<file path="config.mk">
export PLATFORM = sky130hd
export DESIGN_NAME = seg_pipe_addsub
export DESIGN_NICKNAME = d
export VERILOG_FILES = /design/src/rtl/seg_pipe_addsub.sv
export SDC_FILE = /design/constraint.sdc
export NUM_CORES = 1
export LEC_CHECK = 0
export ABC_AREA = 1
export BUFFER_PORTS_ARGS = -buffer_cell sky130_fd_sc_hd__buf_2
export CAP_MARGIN = 30
export CORE_MARGIN = 3
export CORE_UTILIZATION = 62
export CTS_CLUSTER_SIZE = 16
export DETAILED_ROUTE_END_ITERATION = 12
export GPL_ROUTABILITY_DRIVEN = 0
export HOLD_SLACK_MARGIN = 0.02
export PLACE_DENSITY = 0.85
export RECOVER_POWER = 100
export SLEW_MARGIN = 20
export SYNTH_ARGS = -nofsm -noshare
export SYNTH_HDL_FRONTEND = slang
export SYNTH_SLANG_ARGS = --single-unit
</file>
<file path="constraint.sdc">
create_clock -name clk -period 3.86 [get_ports clk]
set_input_delay 0.193 -clock clk [delete_from_list [all_inputs] [get_ports clk]]
set_output_delay 0.193 -clock clk [all_outputs]
set_load 0.005 [all_outputs]
</file>
<file path="src/rtl/seg_pipe_addsub.sv">
// Pipelined WIDTH-bit add/subtract unit that resolves SEG_W bits per stage and
// registers the inter-segment carry, with valid/ready handshakes on both sides.
module seg_pipe_addsub #(
    parameter int WIDTH = 16,
    parameter int SEG_W = 4
) (
    input  logic             clk,
    input  logic             rst_n,
    input  logic             in_valid,
    output logic             in_ready,
    input  logic [WIDTH-1:0] a,
    input  logic [WIDTH-1:0] b,
    input  logic             cin,
    input  logic             sub,
    output logic             out_valid,
    input  logic             out_ready,
    output logic [WIDTH-1:0] sum,
    output logic             cout,
    output logic             ovf
);
    localparam int STAGES = WIDTH / SEG_W;

    logic [STAGES-1:0] occ_s;
    logic [STAGES-1:0] ld_s;

    for (genvar k = 0; k < STAGES; k++) begin : g_stage
        localparam int LO = k * SEG_W;
        localparam int HI = LO + SEG_W;

        logic              src_v_s;
        logic [WIDTH-1:LO] src_a_s;
        logic [WIDTH-1:LO] src_b_s;
        logic              src_c_s;
        logic [SEG_W:0]    seg_s;
        logic [HI-1:0]     s_nx_s;
        logic              v_r;
        logic              c_r;
        logic [HI-1:0]     s_r;

        // A stage may load when it or any later stage is empty, or when the sink takes a beat.
        assign occ_s[k] = v_r;
        assign ld_s[k]  = out_ready | ~(&occ_s[STAGES-1:k]);

        if (k == 0) begin : g_src
            assign src_v_s = in_valid;
            assign src_a_s = a;
            assign src_b_s = sub ? ~b : b;
            assign src_c_s = sub ? 1'b1 : cin;
            assign s_nx_s  = seg_s[SEG_W-1:0];
        end else begin : g_src
            assign src_v_s = g_stage[k-1].v_r;
            assign src_a_s = g_stage[k-1].g_up.a_r;
            assign src_b_s = g_stage[k-1].g_up.b_r;
            assign src_c_s = g_stage[k-1].c_r;
            assign s_nx_s  = {seg_s[SEG_W-1:0], g_stage[k-1].s_r};
        end

        assign seg_s = {1'b0, src_a_s[HI-1:LO]} + {1'b0, src_b_s[HI-1:LO]}
                     + {{SEG_W{1'b0}}, src_c_s};

        // Valid flag, completed low segments and carry advance together.
        always_ff @(posedge clk or negedge rst_n) begin
            if (!rst_n) begin
                v_r <= 1'b0;
                c_r <= 1'b0;
                s_r <= {HI{1'b0}};
            end else if (ld_s[k]) begin
                v_r <= src_v_s;
                if (src_v_s) begin
                    c_r <= seg_s[SEG_W];
                    s_r <= s_nx_s;
                end
            end
        end

        if (k < STAGES - 1) begin : g_up
            logic [WIDTH-1:HI] a_r;
            logic [WIDTH-1:HI] b_r;

            // Only the not-yet-resolved upper operand segments travel onward.
            always_ff @(posedge clk or negedge rst_n) begin
                if (!rst_n) begin
                    a_r <= {(WIDTH-HI){1'b0}};
                    b_r <= {(WIDTH-HI){1'b0}};
                end else if (ld_s[k] && src_v_s) begin
                    a_r <= src_a_s[WIDTH-1:HI];
                    b_r <= src_b_s[WIDTH-1:HI];
                end
            end
        end else begin : g_last
            logic ovf_r;

            // Signed overflow uses the conditioned b, whose MSB is still visible here.
            always_ff @(posedge clk or negedge rst_n) begin
                if (!rst_n) begin
                    ovf_r <= 1'b0;
                end else if (ld_s[k] && src_v_s) begin
                    ovf_r <= (src_a_s[WIDTH-1] == src_b_s[WIDTH-1])
                           & (seg_s[SEG_W-1] != src_a_s[WIDTH-1]);
                end
            end
        end
    end

    assign in_ready  = ld_s[0];
    assign out_valid = g_stage[STAGES-1].v_r;
    assign sum       = g_stage[STAGES-1].s_r;
    assign cout      = g_stage[STAGES-1].c_r;
    assign ovf       = g_stage[STAGES-1].g_last.ovf_r;

endmodule

</file>
Word level (Yosys, flattened, before mapping) --
Cells that the tools add are included.
Operators by class: add/subtract/negate cells 8, equal/unequal tests 2, multiplexer cells 2, bitwise operators 10, reduce and logical (&&, ||, !) cells 11
Operator list (number):
- $add 4x4->5 | 4
- $add 5x1->5 | 4
- $mux 16 | 1
- $not 16->16 | 1
- $reduce_and 2->1 | 5
- $logic_and 1x1->1 | 4
- $not 1->1 | 4
- $or 1x1->1 | 4
- $reduce_and 4->1 | 1
- $reduce_and 3->1 | 1
- $and 1x1->1 | 1
- $eq 1x1->1 | 1
- $mux 1 | 1
- $ne 1x1->1 | 1
Storage, ports and cells: register bits 97, input bits 38, output and inout port bits 20

Depth between registers and ports, before layout --
Gate-level depths: netlist of run 1.
word-level depth 4, depth in mapped cells 10, gate-level depth less buffers 8

Worst setup path after synthesis of run 1 --
OpenSTA, ideal clock, no wires.
path type input to register, from input sub, to register g_stage[0].c_r, setup time 116 ps, arrival time 1923 ps, setup slack 1821 ps, stages 9, buffers on the path 2, cell sequence buf_4 > buf_4 > or2_2 > fa_1 > fa_1 > a21oi_1 > o21bai_1 > nand2_1 > nand2_1
On the way: cells in the longest elaborated chain, start to end 3, elaborated cells between the ends (all ways) 4
RTL lines:
- start, declared | line 14 | input logic sub,
- $mux 16 | line 47 | assign src_b_s = sub ? ~b : b;
- $add 4x4->5 | line 58 | assign seg_s = {1'b0, src_a_s[HI-1:LO]} + {1'b0, src_b_s[HI-1:LO]}
- $add 5x1->5 (*) | line 59 | + {{SEG_W{1'b0}}, src_c_s};
- end signal, assigned | line 70 | c_r <= seg_s[SEG_W];
- end, declared | line 37 | logic c_r;
Mark *: on every way between the ends. The rest lies on a longest branch, timed or not. A chain may end at the register's enable or synchronous reset.

Final worst setup path of run 1 --
from register g_stage[3].v_r, in the netlist out_valid, to register g_stage[0].g_up.a_r[9] (netlist bit)
On the way: cells in the longest elaborated chain, start to end 4
RTL lines:
- start, declared | line 36 | logic v_r;
- start signal, assigned | line 68 | v_r <= src_v_s;
- $reduce_and 4->1 | line 42 | assign ld_s[k] = out_ready | ~(&occ_s[STAGES-1:k]);
- $not 1->1 | line 42
- $or 1x1->1 | line 42
- $logic_and 1x1->1 | line 85 | end else if (ld_s[k] && src_v_s) begin
- end signal, assigned | line 83 | a_r <= {(WIDTH-HI){1'b0}};
- end signal, assigned | line 86 | a_r <= src_a_s[WIDTH-1:HI];
- end, declared | line 77 | logic [WIDTH-1:HI] a_r;
Every way passes these cells.

==> results by group, run 1 <==
Detailed routing
  • Initial DRC count: 169
  • Routed Antenna Nets: 0
  • Detail-routed via count per cell: 5.05
  • Final wirelength: approximately 7900 um
  • Drc violations: 0
  • Drt wl/cell: 12.5 um
  • DR pass1 iterations: 4
  • Vias: ~3200

Worst hold path
  • Worst Min Path Start: a[13]
  • Hold EP: g_stage[0].g_up.a_r[13]
  • Hold Path Depth: 3
  • Worst hold path class: in2reg

Placement
  • I/O Buffers: 57
  • Pre-CTS worst setup slack: roughly 1800 ps
  • Hpwl dp: 5590 um

Synth
  • Largest family of logic cells by synthesized area: simple AND/OR/NAND/NOR gates
  • Synth Area in Compound Gates: 0.0882
  • Synth warn: 0
  • Synth Area in XOR/XNOR: 0.0371
  • Mean Syn Cell Area: 9.50 um^2
  • Synthesized cell area: 0.00448 mm^2
  • Simple-Gate Fraction of Synth Area: 0.202
  • Multiplexer share of the synthesized area: 0
  • Post-Syn Nets: 530
  • Share of the synthesized area in the top cell type: 0.541
  • Post-synth top area cell: dfrtp_1
  • Cell variety after synth: 29
  • Seq/Total Area, Yosys: 0.541
  • Register bit count reported by yosys: 97
  • Synth Instances: about 470
  • Synth Area in Adders: 0.0692
  • Synth area leaders: dfrtp_1 54%, nand2_1 15%, fa_1 3.6%

Clock tree
  • Worst-Skew Late Latency: between 300 and 400 ps
  • Max clock buf depth: 2
  • # hold bufs at CTS: 7
  • Post-CTS setup buffers: 0
  • CTS tree: done
  • Clock sinks: 97
  • CTS HTree Levels: 3
  • CTS clk-pin slew, worst paths: 90 ps
  • # resized after CTS: 0
  • Clock root buffer: clkbuf_8
  • CTS buffer count: 9

Floorplan
  • Core area: 0.00691 mm^2
  • IO Pins: 58
  • Initial Utilization: 0.649
  • Die Ht: 91.0 um
  • Row count: 30
  • Die ar.: 0.00829 mm^2
  • Die Wd: 91.0 um

Critical path
  • Crit Path Max Fanout: 25
  • Req. time, crit path: just over 4000 ps
  • Reg2Reg Setup Slack: 1550 ps
  • Reg2reg start: out_valid
  • CP startpoint kind: register
  • Reg-to-reg endpoint: g_stage[0].g_up.a_r[9]
  • Critical Path AT: 2580 ps
  • Endpoint class of the critical path: register
  • Reg2Reg Depth: 5
  • Critical path type: reg2reg

Layout
  • Synthesis-to-layout area growth: 9.74%
  • # diodes: 0
  • Fraction of layout cells with a size suffix above 1: 0.150
  • Final nets: 588

Pwr
  • Worst vdd ir: 0.265 mV
  • Leakage: 0.00256 uW
  • Power Dens Cells: 621 mW/mm^2

STA
  • Hold Fails Final Rpt: 0
  • Setup ws final: 1550 ps
  • Period Utilization, post-route: 0.599
  • Final slew viol count: 95
  • Hold_ws: 36.7 ps
  • Setup Viol. Count Final: 0
  • Unrepaired setup endpoints after global routing: no
  • Setup TNS: 0 ps
  • Worst-Margin Slew: ~1600 ps
  • Max_slew headroom: -0.0978
  • Skew final: slightly below 9 ps
  • Final min period: 2310 ps
  • Fmax: 0.433 GHz

Global routing
  • Number of global-route vias before repair: 3155
  • Total congestion overflow: 0
  • GRT Util Overall: 0.209
  • First-pass GRT wire length: 14100 um
  • Largest net degree at the start of global routing: 69
  • Initial antenna violation count: 0

Outcome
  • Status: complete, but fails checks
  • Failing checks: max-capacitance violations, max-slew violations

Flow run
  • Total of max-cap violations: 2
metal layers:
layer / vias to the layer above / GRT usage / wire length, um
met5: - / 0 / 0
met4: 0 / 0.0992 / 188
met3: 19 / 0.0439 / 401
met2: 99 / 0.325 / 3700
met1: 1478 / 0.283 / 3630
li1: 1591 / - / -
cells by family after synthesis:
kind of cell	Yosys count
and+or+nand+nor	218
AOI/OAI and AO/OA	65
adders and majority gates	20
DFF	97
buffers and inverters	53
xor gates and xnor gates	19
cell usage in the layout, fill, tap and decap left out, drive strengths merged, types with 12 or more instances in the layout:
master | synthesis | final
buf | 18 | 55
ha | 12 | 12
inv | 35 | 35
clkbuf | 0 | 13
nand3 | 12 | 12
xnor2 | 15 | 15
nand2 | 190 | 190
dfrtp | 97 | 97
o21ai | 56 | 56
sequential cells by signal, indices dropped and copies added (netlist names):
signal,cells
g_stage.s_r,24
ovf,1
g_stage.v_r,3
g_stage.g_up.a_r,24
cout,1
out_valid,1
g_stage.c_r,3
sum,16
g_stage.g_up.b_r,24
power by group:
part | switching [uW] | internal (uW) | leakage [uW]
sequential | 182 | 1340 | 0.00120
clock | 345 | 318 | 0.0000949
combinational | 511 | 361 | 0.00127
how the worst max path moves through the flow:
| stage | to | slack, ps | start | cells past startpoint |
|---|---|---|---|---|
| finish | g_stage[0].g_up.a_r[9] | 1550 | out_valid | 5 |
| global route | g_stage[0].g_up.a_r[9] | 1250 | out_valid | 5 |
| CTS | g_stage[2].s_r[2] | 2160 | out_valid | 5 |
| detailed placement | g_stage[0].c_r | 1780 | sub | 8 |
| global placement | g_stage[0].c_r | 1810 | sub | 8 |
| floorplan | g_stage[0].c_r | 1820 | sub | 9 |
cell usage after synthesis, drive strengths merged:
master,number
ha,12
inv,35
nand4,2
nand2,190
buf,18
nor2,8
nor2b,1
a21oi,8
or2,3
o21bai,1
o21ai,56
xor2,4
nand3b,2
fa,8
xnor2,15
dfrtp,97
nand3,12
per-stage QoR:
step / utilization / instances / instance area (um^2) / total power, uW
5_1_grt: 0.712 / 631 / 4920 / 3300
6_report: 0.712 / 631 / 4920 / 3050
3_3_place_gp: 0.688 / 608 / 4750 / 2390
4_1_cts: 0.728 / 631 / 5030 / 3130
3_5_place_dp: 0.688 / 608 / 4750 / 2450
2_1_floorplan: - / 472 / 4480 / 2170
worst max-delay path, cell delays in order (launching register included):
cell and delay, ps:
dfrtp_1 460, nand2_2 100, nor2_1 80, a21oi_1 1240, nand2_1 180, o21ai_0 160
cell type report:
type,count,area [um^2]
sequential,97,2430
fill,587,1990
multi-input combinational,322,1680
timing repair buffer,65,360
clock buffer,10,138
inverter,35,131
tap,96,120
clock inverter,6,66.3
Note: power is estimated with default switching activity, not from simulation.
==> run 2: changes to the inputs <==
- ABC_AREA: 1 -> 0
- CORE_UTILIZATION: 62 -> 57
- PLACE_DENSITY: 0.85 -> 0.79
- clock period: 3.86 -> 2.4 ns (I/O delays scaled with it)
==> run 2 against run 1 <==
The flow now finishes without violations. Count of clock-buffer cells in the layout increased by 1. Routed wire length decreased by 8.7%. Flip-flop and latch count unchanged. Register-to-register slack got worse by 1100 ps. Synthesized cell count decreased by 33%. Design area increased by 2.0%. Combinational power increased by 73%. Critical endpoint is now g_stage[0].g_up.a_r[8].
==> results by group, run 2 <==
Floorplan
  • IO Pins: 58 (unchanged)
  • Core area: 0.00702 mm^2 (+1.6%)
  • Initial Utilization: 0.607 (-0.0423)
  • Row count: 30 (unchanged)
  • Die Wd: 92.4 um (+1.5%)
  • Die Ht: 92.4 um (+1.5%)
  • Die ar.: 0.00855 mm^2 (+3.1%)

Synth
  • Synth warn: 0 (unchanged)
  • Number of synthesized flops with an enable pin: 0 (unchanged)
  • Register bit count reported by yosys: 97 (unchanged)
  • Post-synth top area cell: dfrtp_1
  • Seq/Total Area, Yosys: 0.570 (+0.0285)
  • Multiplexer share of the synthesized area: 0.175 (+0.175)
  • Count leader, synth: dfrtp_1
  • Mean Syn Cell Area: 13.5 um^2 (+42%)
  • Synth async-reset ratio: 1.00 (unchanged)
  • Synth top cells by count: 97 x dfrtp_1, 66 x mux2_2, 30 x nand2_1
  • Synth Area in XOR/XNOR: 0.0494 (+0.0122)
  • Synthesized cell area: 0.00426 mm^2 (-5.0%)
  • Synth Area in Compound Gates: 0.0573 (-0.0309)
  • Synth Area in Adders: 0.0729 (+0.00364)
  • Share of the synthesized area in the top cell type: 0.570 (+0.0285)
  • Synth area leaders: dfrtp_1 57%, mux2_2 17%, fa_1 3.8%
  • Synth Instances: 315 (-33%)
  • Largest family of logic cells by synthesized area: multiplexers
  • Post-Syn Nets: 373 (-30%)
  • Synth Flop Type: dfrtp_1
  • Cell variety after synth: 26 (-10%)
  • Simple-Gate Fraction of Synth Area: 0.0488 (-0.154)

Layout
  • Biggest regs: g_stage.g_up.a_r (24), g_stage.g_up.b_r (24), g_stage.s_r (24)
  • Register Area: 0.00243 mm^2 (unchanged)
  • Most common cell after layout, fill and taps aside: dfrtp_1
  • Fraction of layout cells with a size suffix above 1: 0.359 (+0.210)
  • # diodes: 0 (unchanged)
  • Fin cells: 491 (-22%)
  • Final nets: 448 (-24%)
  • Filler cells: 499 (-15%)
  • Area of the multi-input gates: 0.00171 mm^2 (+1.9%)
  • Synthesis-to-layout area growth: 17.8%
  • Commonest cells after routing, fill and taps aside: 97 x dfrtp_1, 66 x mux2_2, 50 x buf_2, 30 x nand2_1, 24 x o21ai_0

Global routing
  • Total congestion overflow: 0 (unchanged)
  • Initial antenna violation count: 0 (unchanged)
  • Number of global-route vias before repair: 2601 (-18%)
  • First-pass GRT wire length: 12400 um (-12%)
  • Largest net degree at the start of global routing: 52 (-25%)
  • GRT Util Overall: 0.187 (-0.0226)

Clock tree
  • Post-CTS setup buffers: 0 (unchanged)
  • # resized after CTS: 0 (unchanged)
  • Clock sinks: 97 (unchanged)
  • CTS clk-pin slew, worst paths: 90 ps (about the same)
  • CTS buffer count: 9 (unchanged)
  • Max clock buf depth: 2 (unchanged)
  • Clock root buffer: clkbuf_8
  • Worst-Skew Late Latency: 350 ps (-20 ps)
  • CTS HTree Levels: 3 (unchanged)
  • # hold bufs at CTS: 13 (+6)
  • CTS tree: done

STA
  • Fmax: 0.516 GHz (+19%)
  • Unrepaired setup endpoints after global routing: no
  • Skew final: 6.28 ps (-2.58 ps)
  • Max_slew headroom: 0.177 (+0.274)
  • Final slew viol count: 0 (-100%)
  • Setup TNS: 0 ps (unchanged)
  • Hold Fails Final Rpt: 0 (unchanged)
  • Period Utilization, post-route: 0.808 (+0.209)
  • Setup ws final: 462 ps (-1090 ps)
  • Worst-Margin Slew: 1240 ps (-412 ps)
  • Setup Viol. Count Final: 0 (unchanged)
  • Final min period: 1940 ps (-373 ps)

Critical path
  • CP startpoint kind: register
  • Crit path cell chain: nand4b_1 -> o21ai_4 -> clkbuf_2 -> mux2_2
  • Req. time, crit path: 2630 ps (-1500 ps)
  • Endpoint class of the critical path: register
  • Family with the most delay on the worst path: buffers and inverters
  • Critical path type: reg2reg
  • CP max stage delay: 590 ps (-650 ps)
  • Critical Path AT: 2170 ps (-410 ps)
  • Buffers and inverters on the worst path: 1 (+1)
  • Crit Path Max Fanout: 33 (+32%)
  • Worst path slowest cell: clkbuf_2

Placement
  • I/O Buffers: 57 (unchanged)
  • Inst Count DP: 462 (-24%)
  • Hpwl dp: 4970 um (-11%)
  • Pre-CTS worst setup slack: 374 ps (-1400 ps)

Detailed routing
  • Vias: 2531 (-21%)
  • Routed Antenna Nets: 0 (unchanged)
  • Detail-routed via count per cell: 5.15 (+2.1%)
  • Initial DRC count: 108 (-36%)
  • DR pass1 iterations: 4 (unchanged)
  • Final wirelength: 7220 um (-8.7%)
  • Drc violations: 0 (unchanged)
  • Drt wl/cell: 14.7 um (+17%)

Flow run
  • Total of max-cap violations: 0 (-2)

Pwr
  • Worst vdd ir: 0.432 mV (+63%)
  • Power Dens Cells: 1070 mW/mm^2 (+73%)
  • Leakage: 0.00232 uW (-9.7%)

Outcome
  • Status: complete, no violations

Worst hold path
  • Worst hold path class: in2reg
-- run 2: changes by cell type after synthesis, moves of 5 or more --
cell / previous run / this run
xor2_1: 4 / 10
nand2_1: 184 / 30
mux2_2: 0 / 66
inv_1: 33 / 9
o21ai_1: 21 / 0
o21ai_2: 15 / 0
nand3_1: 12 / 0
a21o_1: 0 / 5
-- run 2: final timing paths --
| path | start | endpoint | slack [ps] | cells after the start |
|---|---|---|---|---|
| max | out_valid | g_stage[0].g_up.a_r[8] | 460 | 4 |
| min | a[9] | g_stage[0].g_up.a_r[9] | 30 | 2 |
| max reg2reg | out_valid | g_stage[0].g_up.a_r[8] | 460 | 4 |
| min reg2reg | ovf | ovf | 480 | 2 |
| max in group asynchronous | rst_n | g_stage[0].g_up.a_r[8] | 1000 | 3 |
| min in group asynchronous | rst_n | g_stage[0].v_r | 560 | 2 |
-- run 2: cell type report --
| type | instances | share of cell area |
|---|---|---|
| inverter | 9 | 0.00673 |
| timing repair buffer | 77 | 0.0933 |
| sequential | 97 | 0.484 |
| multi-input combinational | 196 | 0.341 |
| tap | 96 | 0.0239 |
| clock buffer | 11 | 0.0262 |
| clock inverter | 5 | 0.0254 |
-- run 2: cell families after synthesis --
logic type | after synthesis
xor+xnor | 24
mux | 66
compound gates | 42
flops | 97
simple gates | 44
buf+inv | 22
fa+ha+maj | 20
-- run 2: power breakdown --
part	total (uW)	internal (uW)	switching, uW
logic	1510	847	666
registers	2540	2200	338
clock network	1330	799	531
-- run 2: metal layers --
layer | vias to the layer above | GRT usage | wire, um
li1 | 1220 | - | -
met1 | 1241 | 0.251 | 3340
met2 | 59 | 0.305 | 3470
met3 | 11 | 0.0276 | 294
met4 | 0 | 0.0804 | 125
met5 | - | 0 | 0
-- run 2: per-stage QoR --
| step | utilization | instance area, um^2 | hold slack (ps) | total power [uW] |
|---|---|---|---|---|
| 2_1_floorplan | - | 4260 | -176 | 3550 |
| 3_3_place_gp | 0.662 | 4650 | 187 | 3960 |
| 3_5_place_dp | 0.662 | 4650 | 187 | 4090 |
| 4_1_cts | 0.718 | 5040 | 21.2 | 5440 |
| 5_1_grt | 0.715 | 5020 | 20.7 | 5740 |
| 6_report | 0.715 | 5020 | 27.3 | 5380 |
==> run 3: changes to the inputs <==
- CORE_UTILIZATION: 57 -> 51
- PLACE_DENSITY: 0.79 -> 0.75
- clock period: 2.4 -> 1.7 ns (I/O delays scaled with it)
==> run 3 against run 2 <==
Hold slack lost 4.6 ps. Global-route usage shrank 2.1 points. First-iteration DRC count shrank 33%. Critical path depth grew 1. Count of clock-buffer cells in the layout shrank 1. Clock skew grew 6.5 ps. Combinational power grew 53%. Critical path type unchanged. Critical endpoint is now cout. Largest cell class unchanged. Highest routed layer unchanged.
==> results by group, run 3 (same netlist as run 2, synthesis figures left out) <==
Pwr
  • Total power: 7540 uW (+40%)
  • Worst vdd ir: 0.584 mV (+35%)
  • Power Dens Cells: 1460 mW/mm^2 (+36%)
  • Leakage: 0.00238 uW (+2.8%)

Critical path
  • Worst Setup EP: cout
  • CP startpoint kind: register
  • Reg2reg start: g_stage[2].g_up.b_r[12]
  • Reg2Reg Setup Slack: 10 ps (-450 ps)
  • Endpoint class of the critical path: register
  • Req. time, crit path: 1950 ps (-680 ps)
  • Reg2Reg Depth: 5 (+1)
  • Reg-to-reg endpoint: cout
  • Critical path type: reg2reg
  • Critical Path AT: 1940 ps (-230 ps)
  • Crit. Startpoint: g_stage[2].g_up.b_r[12]
  • Crit Path Max Fanout: 2 (-94%)

Detailed routing
  • Vias: 2605 (+2.9%)
  • WL met1: 3320 um (-0.33%)
  • Initial DRC count: 72 (-33%)
  • WL met3: 290 um (-1.4%)
  • Drc violations: 0 (unchanged)
  • Final wirelength: 7210 um (-0.15%)
  • Drt wl/cell: 14.1 um (-4.4%)
  • DR pass1 iterations: 4 (unchanged)
  • Top Metal Used: met4
  • WL met2: 3450 um (-0.55%)
  • Detail-routed via count per cell: 5.08 (-1.5%)
  • Routed Antenna Nets: 0 (unchanged)

Layout
  • Most common cell after layout, fill and taps aside: dfrtp_1
  • Commonest cells after routing, fill and taps aside: 97 x dfrtp_1, 65 x mux2_2, 49 x buf_2, 30 x nand2_1, 22 x o21ai_0
  • Post-route cell area: 0.00518 mm^2 (+3.2%)
  • Synthesis-to-layout area growth: 21.5%
  • Fraction of layout cells with a size suffix above 1: 0.397 (+0.0371)
  • Final nets: 464 (+3.6%)
  • # diodes: 0 (unchanged)
  • Biggest regs: g_stage.g_up.a_r (24), g_stage.g_up.b_r (24), g_stage.s_r (24)
  • Final Util: 0.653 (-0.0619)

Clock tree
  • CTS clk-pin slew, worst paths: 90 ps (about the same)
  • Clock sinks: 97 (unchanged)
  • Clock root buffer: clkbuf_8
  • Max clock buf depth: 2 (unchanged)
  • CTS buffer count: 9 (unchanged)
  • CTS HTree Levels: 3 (unchanged)
  • Worst-Skew Late Latency: 370 ps (+20 ps)
  • CTS tree: done

Global routing
  • GRT Util Overall: 0.166 (-0.0212)
  • Total congestion overflow: 0 (unchanged)
  • Initial antenna violation count: 0 (unchanged)
  • Number of global-route vias before repair: 2731 (+5.0%)
  • Largest net degree at the start of global routing: 51 (-1.9%)
  • First-pass GRT wire length: 12500 um (+1.1%)

Floorplan
  • Die Wd: 97.4 um (+5.3%)
  • Row count: 32 (+6.7%)
  • IO Pins: 58 (unchanged)
  • Die Ht: 97.4 um (+5.3%)
  • Initial Utilization: 0.537 (-0.0695)
  • Die ar.: 0.00948 mm^2 (+11%)
  • Core area: 0.00793 mm^2 (+13%)

Placement
  • Dpl cell area: 0.00475 mm^2 (+2.2%)
  • I/O Buffers: 57 (unchanged)
  • Hpwl dp: 5150 um (+3.6%)
  • Pre-CTS worst setup slack: -53.1 ps (-427 ps)

STA
  • Setup ws final: 11.7 ps (-450 ps)
  • Final min period: 1690 ps (-250 ps)
  • Worst-Margin Slew: 655 ps (-581 ps)
  • Skew final: 12.8 ps (+6.50 ps)
  • Period Utilization, post-route: 0.993 (+0.186)
  • Fmax: 0.592 GHz (+15%)
  • Setup Viol. Count Final: 0 (unchanged)
  • Max_slew headroom: 0.564 (+0.387)
  • Hold Fails Final Rpt: 0 (unchanged)
  • Final slew viol count: 0 (unchanged)
  • Unrepaired setup endpoints after global routing: yes
  • Setup TNS: 0 ps (unchanged)

Outcome
  • Status: complete, no violations

Flow run
  • Total of max-cap violations: 0 (unchanged)

Worst hold path
  • Worst hold path class: in2reg
-- run 3: metal layers --
| layer | global-route usage | vias up |
|---|---|---|
| met4 | 0.0671 | 0 |
| met1 | 0.213 | 1281 |
| met3 | 0.0409 | 13 |
| li1 | - | 1257 |
| met5 | 0 | - |
| met2 | 0.269 | 54 |
-- run 3: repair_timing --
| action | 4_1_cts | 5_1_grt |
|---|---|---|
| endpoints found under the setup margin | 4 | 6 |
| hold buffers | 21 | 0 |
| endpoints found under the hold margin | 94 | 0 |
| resized for setup | 2 | 10 |
| buffers inserted | 0 | 2 |
| pin swaps | 0 | 5 |
-- run 3: layout make-up --
class / count / area (um^2)
Multi-Input combinational cell: 196 / 1750
Timing Repair Buffer: 93 / 607
Sequential cell: 97 / 2430
Clock buffer: 10 / 138
Inverter: 9 / 33.8
Clock inverter: 6 / 91.3
Tap cell: 102 / 128
Fill cell: 571 / 2750
-- run 3: worst min-delay path by stage --
stage	from	to	slack [ps]	cells past startpoint
2_1_floorplan	rst_n	cout	-210	0
3_3_place_gp	rst_n	out_valid	20	1
3_5_place_dp	rst_n	out_valid	20	1
4_1_cts	b[14]	g_stage[0].g_up.b_r[14]	20	3
5_1_grt	b[14]	g_stage[0].g_up.b_r[14]	30	3
6_report	b[14]	g_stage[0].g_up.b_r[14]	20	3
-- run 3: report_power, final --
part	total (uW)	switching, uW	internal [uW]	leakage (uW)
clock network	1660	787	874	0.000116
registers	3570	467	3100	0.00116
logic	2310	995	1320	0.00111
total	7540	2250	5300	0.00238
-- run 3: worst max-delay path, cell delays in order (launching register included) --
cell     delay (ps)
dfrtp_1         420
fa_2            420
fa_2            370
a21o_1          170
a21oi_2         120
o21ai_1          80
-- run 3: through the flow --
stage	hold slack [ps]	instances
floorplan	-211	315
global placement	15.4	474
detailed placement	16.6	474
CTS	22.7	511
global route	30.0	513
finish	22.7	513
